$ cat src/rtl/fifo_rd_stream_adapter.sv
// FIFO read-side adapter: credit-gated read enable, read-latency absorption and a valid/ready skid buffer.
// Optional line marker (beat counter driving m_last) is compiled in with `define FIFO_ADAPTER_LAST_EN.
module fifo_rd_stream_adapter #(
    parameter int unsigned c_DATA_WIDTH = 32,
    parameter int unsigned c_RD_LATENCY = 1,
    parameter int unsigned c_LINE_LEN   = 1280
) (
    input  logic                    rd_clk,
    input  logic                    rd_rst,
    input  logic [c_DATA_WIDTH-1:0] fifo_rd_data,
    input  logic                    fifo_rd_empty,
    output logic                    fifo_rd_en,
    output logic [c_DATA_WIDTH-1:0] m_data,
    output logic                    m_valid,
    input  logic                    m_ready,
    output logic                    m_last,
    output logic [2:0]              occupancy
);

    localparam int unsigned c_DEPTH  = c_RD_LATENCY + 2;
    localparam int unsigned c_CNT_W  = 3;
    localparam int unsigned c_PTR_W  = 2;
    localparam int unsigned c_BEAT_W = 12;

    logic [c_RD_LATENCY-1:0] r_inflight_sr;
    logic [c_CNT_W-1:0]      r_count;
    logic [c_PTR_W-1:0]      r_wptr;
    logic [c_PTR_W-1:0]      r_rptr;
    logic [c_DATA_WIDTH-1:0] r_buf [c_DEPTH];

    logic               w_arrive;
    logic               w_pop;
    logic               w_rd_en;
    logic [c_CNT_W-1:0] w_inflight;
    logic [c_CNT_W-1:0] w_occupancy;

    function automatic logic [c_PTR_W-1:0] f_ptr_inc(input logic [c_PTR_W-1:0] p);
        return (p == c_PTR_W'(c_DEPTH - 1)) ? '0 : p + c_PTR_W'(1);
    endfunction

    // Reads in flight are credits already spent against the buffer.
    always_comb begin
        w_inflight = '0;
        for (int unsigned i = 0; i < c_RD_LATENCY; i++) begin
            w_inflight = w_inflight + c_CNT_W'(r_inflight_sr[i]);
        end
    end

    assign w_occupancy = r_count + w_inflight;
    assign w_arrive    = r_inflight_sr[c_RD_LATENCY-1];
    assign w_rd_en     = !rd_rst && !fifo_rd_empty && (w_occupancy < c_CNT_W'(c_DEPTH));
    assign w_pop       = m_valid && m_ready;

    assign fifo_rd_en  = w_rd_en;
    assign occupancy   = w_occupancy;
    assign m_valid     = (r_count != '0);
    assign m_data      = r_buf[r_rptr];

    always_ff @(posedge rd_clk) begin
        if (rd_rst) begin
            r_inflight_sr <= '0;
            r_count       <= '0;
            r_wptr        <= '0;
            r_rptr        <= '0;
        end else begin
            r_inflight_sr <= c_RD_LATENCY'({r_inflight_sr, w_rd_en});
            if (w_arrive) begin
                r_wptr <= f_ptr_inc(r_wptr);
            end
            if (w_pop) begin
                r_rptr <= f_ptr_inc(r_rptr);
            end
            case ({w_arrive, w_pop})
                2'b10:   r_count <= r_count + c_CNT_W'(1);
                2'b01:   r_count <= r_count - c_CNT_W'(1);
                default: r_count <= r_count;
            endcase
        end
    end

    // Storage is not reset; m_data is only meaningful while m_valid is high.
    always_ff @(posedge rd_clk) begin
        if (!rd_rst && w_arrive) begin
            r_buf[r_wptr] <= fifo_rd_data;
        end
    end

`ifdef FIFO_ADAPTER_LAST_EN
    logic [c_BEAT_W-1:0] r_beat_cnt;

    assign m_last = m_valid && (r_beat_cnt == c_BEAT_W'(c_LINE_LEN - 1));

    always_ff @(posedge rd_clk) begin
        if (rd_rst) begin
            r_beat_cnt <= '0;
        end else if (w_pop) begin
            r_beat_cnt <= m_last ? '0 : r_beat_cnt + c_BEAT_W'(1);
        end
    end
`else
    logic [c_BEAT_W-1:0] w_unused_line_len;

    assign w_unused_line_len = c_BEAT_W'(c_LINE_LEN);
    assign m_last            = 1'b0;
`endif

endmodule

$ cat config.mk
export PLATFORM = sky130hd
export DESIGN_NAME = fifo_rd_stream_adapter
export DESIGN_NICKNAME = d
export VERILOG_FILES = /design/src/rtl/fifo_rd_stream_adapter.sv
export SDC_FILE = /design/constraint.sdc
export NUM_CORES = 1
export LEC_CHECK = 0
export CAP_MARGIN = 20
export CORE_MARGIN = 10
export CORE_UTILIZATION = 40
export DETAILED_ROUTE_END_ITERATION = 7
export DONT_BUFFER_PORTS = 1
export PLACE_DENSITY = 0.54
export SYNTH_ARGS = -nofsm -noshare
export SYNTH_HDL_FRONTEND = slang
export SYNTH_SLANG_ARGS = --single-unit
$ cat constraint.sdc
create_clock -name rd_clk -period 9.75 [get_ports rd_clk]
set_input_delay 1.4625 -clock rd_clk [delete_from_list [all_inputs] [get_ports rd_clk]]
set_output_delay 1.4625 -clock rd_clk [all_outputs]
set_load 0.01 [all_outputs]
==> reports/summary.txt, run 1 <==
Hold Fails Final Rpt: 0
path depth of the worst reg2reg path: 8
syn nets: 295
CTS Buf Count: 9
Register Area: 0.00309 sq mm
cts hold-fix bufs: 0
Final period util: 37.5%
die height: 120 um
crit-path cells: a2111oi_0
final setup fails: 0
Tmin final: 3.66 ns
worst skew pair latency: 0.36 ns
vias in the first global route: 1959
fillers: 876
drc violations: 0
post-synthesis cell area: 0.00402 sq mm
io pins: 74
Placed Area: 0.00417 sq mm
Fin Setup TNS: 0 ns
initial antenna violation count: 0
# resized after CTS: 0
commonest non-fill, non-tap cells in the layout: edfxtp_1, nand2_1, mux2i_1, o21ai_0, clkbuf_8
Nets: 299
first-pass GRT wire length: 10700 um
PD cells: 227 mW/mm^2
setup slack at placement: 6.07 ns
Syn Area/Cell: 15.8 sq um
met1 WL: 2780 um
Max rail drop VDD: 94.0 uV
H-tree levels: 3
1st-pass router iterations: 4
count of cell types in the netlist: 24
Slew @ Worst Pin: 1.04 ns
clk_skew: 0.0102 ns
WP data required: 8.29 ns
cell family with most CP delay: compound AO/OA/AOI/OAI gates
clock slew at reported path FFs: 0.09 ns
Crit-path slowest cell: a2111oi_0
gr usage total: 9.69%
Post-CTS Setup Inserts: 0
status: complete, no violations
worst reg2reg setup slack: 7.86 ns
Critical Path Sink Type: primary output
Starting Density: 41.1%
power consumption: 1.00 mW
met2 WL: 3420 um
Worst Setup SP: rd_rst
register bit count reported by yosys: 106
share of cells above drive strength 1: 11.4%
Seq/Total Area, Yosys: 76.8%
core area: 0.00977 sq mm
Iter 0 DRT Violations: 81
Post-Syn Instances: 255
HP Start: r_rptr[0]
Met3 Wirelength: 603 um
RR Startpoint: r_count[0]
Crit path buffers/inverters: 0
Longest Clk Path Bufs: 2
largest net degree at the start of global routing: 65
Leak: 1.35 nW
fin area: 0.00442 sq mm
Critical Path Source Type: primary input
DR vias/cell: 4.77
root buf cell: clkbuf_8
Reg-to-Reg End: r_count[2]
antenna-violating nets left: 0
maxcap violations: 0
site row count: 36
Post-DP HPWL: 4400 um
RSZ-0062 raised after global routing: no
Die Width: 120 um
port bufs: 0
Synthesis Warnings: 0
Worst setup endpoint: fifo_rd_en
Max Used Layer: met4
WL/cell: 17.4 um
Worst EP arrival: 2.20 ns
Ant. Diodes: 0
CP peak stage delay: 0.73 ns
synthesis-to-layout area growth: 10.1%
Hold Crit Class: reg -> reg
final WL: 6910 um
Die ar.: 0.0144 sq mm
vias post-DR: 1892
Rel. slew slack: 30.5%
worst setup margin: 6.09 ns
Worst Path Max Fanout: 12
Clock Sink Count: 106
Peak Freq: 273 MHz
total congestion overflow: 0
WP depth: 1
most common cell after layout, fill and taps aside: edfxtp_1
footprint of the multi-input gates: 866 sq um
critical path class: in -> out
GPL Wtd Cong: 0.689
Final Max Slew Viols: 0
CTS tree: yes
==> sequential cells by signal, indices dropped and copies added (netlist names), named ones only <==
signal         cells
r_count            3
r_rptr             2
r_buf             96
r_inflight_sr      1
r_wptr             2
==> worst min-delay path by stage <==
stage / to / depth (start not counted) / slack (ns)
floorplan: flop / 2 / 0.45
global placement: flop / 2 / 0.47
detailed placement: flop / 2 / 0.47
CTS: flop / 2 / 0.49
global route: flop / 2 / 0.51
finish: flop / 2 / 0.49
==> power by group <==
part | internal (mW) | leakage [nW] | switching [mW]
clock network | 0.123 | 0.0999 | 0.148
registers | 0.520 | 0.951 | 0.0291
logic | 0.0723 | 0.295 | 0.110
==> Yosys cell counts (all sizes together) <==
cell type / count / share of area (%)
edfxtp: 96 / 72
nand2: 35 / 3.3
mux2i: 33 / 8.2
o21ai: 33 / 4.1
dfxtp: 10 / 5.0
clkbuf: 7 / 0.65
buf: 6 / 1.0
nor2: 6 / 0.56
inv: 5 / 0.47
a21oi: 4 / 0.50
ha: 3 / 0.93
or3: 3 / 0.50
xor2: 3 / 0.65
a2111oi: 2 / 0.44
nor3: 2 / 0.25
conb: 1 / 0.093
fa: 1 / 0.50
mux2: 1 / 0.28
nand2b: 1 / 0.16
nand3b: 1 / 0.19
nor2b: 1 / 0.16
o31ai: 1 / 0.31
==> logic make-up after synthesis <==
kind of cell | after synthesis | share of synthesized area, %
other | 1 | 0.0934
AO/OA/AOI/OAI | 40 | 5.36
AND/OR/NAND/NOR | 49 | 5.08
XOR/XNOR | 3 | 0.654
adder cells (fa/ha/maj) | 4 | 1.43
multiplexers | 34 | 8.50
flip-flops | 106 | 76.8
buffers and inverters | 18 | 2.12
==> routing by layer <==
layer  global-route usage [%]  up-vias
li1                         -      948
met1                     9.89      894
met2                     16.2       42
met3                     4.75        8
met4                     4.98        0
met5                        0        -
==> per-stage QoR <==
step                      util, %  cells  hold WS [ns]
after floorplan                 -    255         0.454
after global routing         45.3    397         0.508
after CTS                    44.8    395         0.487
final                        45.3    397         0.493
after global placement       42.6    379         0.468
after detailed placement     42.6    379         0.470
==> area by class of cell <==
| class | instances | share of cell area [%] |
|---|---|---|
| Clock buffer | 9 | 2.80 |
| Clock inverter | 7 | 1.92 |
| Inverter | 5 | 0.424 |
| Multi-Input combinational cell | 131 | 19.6 |
| Sequential cell | 106 | 69.8 |
| Tap cell | 133 | 3.76 |
| Timing Repair Buffer | 6 | 1.75 |
No activity file was read; power rests on OpenSTA's default activity.
==> run 2: changes to the inputs <==
- ABC_AREA: default -> 1
- clock period: 9.75 -> 3.7 ns (I/O delays scaled with it)
==> run 2 against run 1 <==
Clock power increased by 130%; final cell count increased by 12%; count of clock-buffer cells in the layout unchanged; non-clock buffer count decreased by 2; critical endpoint is now m_data[2]; total power increased to 2.9 times the previous value; critical path type is now reg -> out; highest routed layer unchanged; die area increased by 1.3%.
==> reports/summary.txt, run 2 <==
clock slew at reported path FFs: 0.10 ns (was 0.09 ns)
site row count: 36 (unchanged)
critical path class: reg -> out (was in -> out)
Worst EP arrival: 2.03 ns (was 2.20 ns)
Final period util: 70.0%
Synthesis Warnings: 0 (unchanged)
Reg power frac: 49.9% (was 54.8%)
Die Width: 121 um (was 120 um)
Fin Setup TNS: 0 ns (unchanged)
Iter 0 DRT Violations: 129 (was 81)
FFs w/ async S/R, synth: 0% (unchanged)
Die ar.: 0.0146 sq mm (was 0.0144 sq mm)
Biggest register: r_buf (unchanged)
Post-Syn Instances: 306 (was 255)
number of synthesized flops with an enable pin: 96 (unchanged)
clk_skew: 0.00822 ns (was 0.0102 ns)
total congestion overflow: 0 (unchanged)
Post-synth top cells: edfxtp_1, a21oi_1, nand2_1, nor2_1, inv_1 (was edfxtp_1, nand2_1, mux2i_1, o21ai_0, dfxtp_1)
post-synthesis cell area: 0.00408 sq mm (was 0.00402 sq mm)
gr usage total: 11.4% (was 9.69%)
vias post-DR: 2246 (was 1892)
WL/cell: 18.9 um (was 17.4 um)
count of cell types in the netlist: 22 (was 24)
Starting Density: 41.4% (was 41.1%)
fin area: 0.00434 sq mm (was 0.00442 sq mm)
cts hold-fix bufs: 0 (unchanged)
Syn Area/Cell: 13.3 sq um (was 15.8 sq um)
final setup fails: 0 (unchanged)
area share of the largest cell type after synthesis: 70.6% (was 71.8%)
power consumption: 2.95 mW (was 1.00 mW)
Clock power frac: 21.4% (was 27.0%)
placed instance count: 428 (was 379)
io pins: 74 (unchanged)
# resized after CTS: 0 (unchanged)
H-tree levels: 3 (unchanged)
initial antenna violation count: 0 (unchanged)
sw power: 1.08 mW (was 287 uW)
Seq/Total Area, Yosys: 75.5% (was 76.8%)
Ant. Diodes: 0 (unchanged)
final WL: 8370 um (was 6910 um)
1st-pass router iterations: 4 (unchanged)
Tmin final: 2.59 ns
setup slack at placement: 1.41 ns (was 6.07 ns)
DR vias/cell: 5.07 (was 4.77)
WP data required: 3.14 ns (was 8.29 ns)
drc violations: 0 (unchanged)
PD cells: 681 mW/mm^2 (was 227 mW/mm^2)
Critical Path Sink Type: primary output (unchanged)
synth top area cells: edfxtp_1, a21oi_1, dfxtp_1 (was edfxtp_1, mux2i_1, dfxtp_1)
max reg flops: 96 (unchanged)
Post-CTS Setup Inserts: 0 (unchanged)
post-layout util: 43.9% (was 45.3%)
Max rail drop VDD: 319 uV (was 94.0 uV)
Slew @ Worst Pin: 0.994 ns (was 1.04 ns)
register bit count reported by yosys: 106 (unchanged)
Finished Layout Cells: 443 (was 397)
Final Max Slew Viols: 0 (unchanged)
synthesis-to-layout area growth: 6.22% (was 10.1%)
most common cell after layout, fill and taps aside: edfxtp_1 (unchanged)
Peak Freq: 386 MHz
Hold Fails Final Rpt: 0 (unchanged)
share of cells above drive strength 1: 8.39% (was 11.4%)
Post-DP HPWL: 5390 um (was 4400 um)
CTS Buf Count: 9 (unchanged)
Register Area: 0.00308 sq mm (was 0.00309 sq mm)
largest net degree at the start of global routing: 33 (was 65)
Regs by FF count: r_buf: 96 flops, r_count: 3 flops (unchanged)
Leak: 1.49 nW (was 1.35 nW)
Placed Area: 0.00416 sq mm (was 0.00417 sq mm)
most frequent cell after synthesis: edfxtp_1 (unchanged)
Critical Path Source Type: flop (was primary input)
core area: 0.00986 sq mm (was 0.00977 sq mm)
port bufs: 0 (unchanged)
worst setup margin: 1.11 ns (was 6.09 ns)
footprint of the multi-input gates: 827 sq um (was 866 sq um)
first-pass GRT wire length: 12800 um (was 10700 um)
Hold Crit Class: in -> reg (was reg -> reg)
Rel. slew slack: 33.6% (was 30.5%)
Longest Clk Path Bufs: 2 (unchanged)
Crit-path slowest cell: dfxtp_1 (was a2111oi_0)
Synth area leader: edfxtp_1 (unchanged)
worst skew pair latency: 0.36 ns (about the same)
GPL Wtd Cong: 0.707 (was 0.689)
fillers: 905 (was 876)
Clock Sink Count: 106 (unchanged)
Main synth FF type: edfxtp_1 (unchanged)
commonest non-fill, non-tap cells in the layout: edfxtp_1, a21oi_1, nand2_1, nor2_1, inv_1 (was edfxtp_1, nand2_1, mux2i_1, o21ai_0, clkbuf_8)
vias in the first global route: 2260 (was 1959)
antenna-violating nets left: 0 (unchanged)
CP peak stage delay: 0.90 ns (was 0.73 ns)
Min Hold Slack: 0.274 ns (was 0.493 ns)
Worst Path Max Fanout: 32 (was 12)
switch share: 36.7% (was 28.6%)
Nets: 346 (was 299)
CTS tree: yes (unchanged)
crit-path cells: buf_4 > inv_4 > nor2_1 > a21oi_1 (was a2111oi_0)
die height: 121 um (was 120 um)
root buf cell: clkbuf_8 (unchanged)
maxcap violations: 0 (unchanged)
Comb pwr share: 28.7% (was 18.2%)
status: complete, no violations (unchanged)
syn nets: 346 (was 295)
RSZ-0062 raised after global routing: no (unchanged)
internal power: 1.87 mW (was 716 uW)
run 2: cell families after synthesis:
logic type	count (synthesis)	synth area share, %
simple gates	94	9.23
other cells	1	0.0919
compound gates	72	8.83
flops	106	75.5
buf+inv	28	4.69
xor+xnor	1	0.215
fa+ha+maj	4	1.41
run 2: worst max-delay path, delay by kind of cell (launching register included):
family / cells / cell delay (ns)
AO/OA/AOI/OAI: 1 / 0.10
buffers and inverters: 2 / 0.52
flip-flops: 1 / 0.90
AND/OR/NAND/NOR: 1 / 0.15
run 2: power by group through the flow:
stage	Combinational (mW)	Sequential [mW]	Clock, mW
after global placement	0.860	1.50	0
final	0.848	1.47	0.631
after detailed placement	0.872	1.50	0
after CTS	0.874	1.48	0.648
after global routing	0.964	1.49	0.695
after floorplan	0.764	1.45	0
run 2: final cells by class:
type / instances / area share, %
flip-flops and latches: 106 / 71.1
inverters: 13 / 1.30
clock inverters: 6 / 1.13
well taps: 133 / 3.84
clock buffers: 9 / 2.86
multi-input cells: 172 / 19.1
repair buffers: 4 / 0.693
run 2: path summary, 6_finish.rpt:
| check | from | to | slack, ns | depth (start not counted) |
|---|---|---|---|---|
| hold / removal | fifo_rd_data[10] | r_buf[2][10] | 0.27 | 0 |
| hold reg to reg | r_wptr[1] | r_wptr[1] | 0.53 | 2 |
| setup reg to reg | r_wptr[0] | r_buf[0][22] | 1.86 | 2 |
| setup / recovery | flop | m_data[2] | 1.11 | 4 |
run 2: per-layer routing:
| layer | up-vias | global-route usage, % | share of wire [%] |
|---|---|---|---|
| li1 | 1078 | - | - |
| met5 | - | 0 | 0 |
| met1 | 1093 | 13.1 | 42 |
| met2 | 66 | 17.7 | 46 |
| met3 | 9 | 6.61 | 11 |
| met4 | 0 | 3.17 | 1.3 |
==> run 3: changes to the inputs <==
- ABC_AREA: 1 -> 0
- PLACE_DENSITY: 0.54 -> 0.56
- clock period: 3.7 -> 2.2 ns (I/O delays scaled with it)
==> run 3 against run 2 <==
Non-clock buffer count increased by 7; count of clock-buffer cells in the layout stayed put; combinational power grew 6.8%; flip-flop and latch count stayed put; final cell count fell by 9.3%; global-route usage is 1.4 points lower; critical path depth stayed put; clock power is 74% higher; sequential power is 62% higher; critical endpoint is now fifo_rd_en.
==> reports/summary.txt, run 3 (synthesis gave the netlist of run 1 again) <==
status: complete, no violations (unchanged)
site row count: 36 (unchanged)
max reg flops: 96 (unchanged)
DR vias/cell: 4.91 (was 5.07)
Clock Sink Count: 106 (unchanged)
root buf cell: clkbuf_8 (unchanged)
RR Startpoint: r_count[2] (was r_wptr[0])
Max rail drop VDD: 411 uV (was 319 uV)
Iter 0 DRT Violations: 98 (was 129)
Nets: 304 (was 346)
Slew @ Worst Pin: 0.504 ns (was 0.994 ns)
Die ar.: 0.0144 sq mm (was 0.0146 sq mm)
Starting Density: 41.1% (was 41.4%)
H-tree levels: 3 (unchanged)
Hold Crit Class: in -> reg (unchanged)
HP Start: rd_rst (was fifo_rd_data[10])
power consumption: 4.39 mW (was 2.95 mW)
Min Hold Slack: 0.0357 ns (was 0.274 ns)
Ant. Diodes: 0 (unchanged)
Biggest register: r_buf (unchanged)
first-pass GRT wire length: 10900 um (was 12800 um)
critical path class: reg -> out (unchanged)
setup slack at placement: 0.311 ns (was 1.41 ns)
Longest Clk Path Bufs: 2 (unchanged)
core area: 0.00977 sq mm (was 0.00986 sq mm)
synthesis-to-layout area growth: 10.9% (was 6.22%)
share of cells above drive strength 1: 13.4% (was 8.39%)
RSZ-0062 raised after global routing: no (unchanged)
Fin Setup TNS: 0 ns (unchanged)
die height: 120 um (was 121 um)
hold depth: 1 (was 0)
1st-pass router iterations: 4 (unchanged)
Worst Path Max Fanout: 6 (was 32)
PD cells: 986 mW/mm^2 (was 681 mW/mm^2)
path depth of the worst reg2reg path: 8 (was 2)
Final period util: 93.9%
WL/cell: 17.8 um (was 18.9 um)
Post-DP HPWL: 4430 um (was 5390 um)
largest net degree at the start of global routing: 37 (was 33)
Rel. slew slack: 66.0% (was 33.6%)
total congestion overflow: 0 (unchanged)
worst skew pair latency: 0.36 ns (about the same)
CTS tree: yes (unchanged)
clk_skew: 0.0140 ns (was 0.00822 ns)
io pins: 74 (unchanged)
Post-CTS Setup Inserts: 0 (unchanged)
vias in the first global route: 1980 (was 2260)
initial antenna violation count: 0 (unchanged)
Tmin final: 2.07 ns
Final Max Slew Viols: 0 (unchanged)
drc violations: 0 (unchanged)
Worst EP arrival: 1.74 ns (was 2.03 ns)
Regs by FF count: r_buf: 96 flops, r_count: 3 flops (unchanged)
Die Width: 120 um (was 121 um)
Hold Fails Final Rpt: 0 (unchanged)
gr usage total: 9.96% (was 11.4%)
Critical Path Sink Type: primary output (unchanged)
Leak: 1.35 nW (was 1.49 nW)
Peak Freq: 484 MHz
Worst Setup SP: r_inflight_sr
CTS Buf Count: 9 (unchanged)
Critical Path Source Type: flop (unchanged)
vias post-DR: 1973 (was 2246)
commonest non-fill, non-tap cells in the layout: edfxtp_1, nand2_1, mux2i_1, o21ai_0, clkbuf_8 (was edfxtp_1, a21oi_1, nand2_1, nor2_1, inv_1)
final setup fails: 0 (unchanged)
clock slew at reported path FFs: 0.10 ns (about the same)
GPL Wtd Cong: 0.699 (was 0.707)
most common cell after layout, fill and taps aside: edfxtp_1 (unchanged)
final WL: 7170 um (was 8370 um)
worst setup margin: 0.134 ns (was 1.11 ns)
maxcap violations: 0 (unchanged)
WP data required: 1.87 ns (was 3.14 ns)
port bufs: 0 (unchanged)
antenna-violating nets left: 0 (unchanged)
-- run 3: worst paths after layout --
kind	slack, ns	endpoint
max	0.13	fifo_rd_en
min	0.04	flop
max reg2reg	0.32	r_count[2]
min reg2reg	0.48	flop
-- run 3: per-stage QoR --
step | std cells | util (%) | instance area [sq um]
global route | 402 | 45.6 | 4450
finish | 402 | 45.6 | 4450
floorplan | 255 | - | 4030
global placement | 385 | 43.5 | 4250
detailed placement | 385 | 43.5 | 4250
CTS | 401 | 45.4 | 4440
-- run 3: timing repair --
action	in CTS	in global routing
setup endpoints to repair	1	4
gates resized for setup	3	2
endpoints found under the hold margin	0	3
hold buffers	0	1
pin swaps	1	0
-- run 3: worst max-delay path, cell delays in order, from the launching register on --
cell and delay, ns:
dfxtp_1 0.42, ha_1 0.18, ha_2 0.30, a2111oi_2 0.31, buf_4 0.18
-- run 3: final cells by class --
class                   count  area (sq um)
clock buffers               9           124
fillers                   883          5320
repair buffers             11           110
flip-flops and latches    106          3090
inverters                   5          18.8
multi-input cells         131           887
clock inverters             7          58.8
well taps                 133           166
-- run 3: power breakdown --
part / switching [mW] / leakage, nW / total [mW] / internal [mW]
Sequential: 0.0777 / 0.952 / 2.38 / 2.31
Combinational: 0.561 / 0.313 / 0.906 / 0.345
Clock: 0.669 / 0.0877 / 1.10 / 0.432
-- run 3: routing by layer --
layer  part of all wire (%)  track usage [%]  vias to the layer above
li1                       -                -                      957
met1                     39             10.3                      952
met4                    1.8             4.98                        0
met2                     50             16.9                       54
met3                    9.2             4.51                       10
met5                      0                0                        -
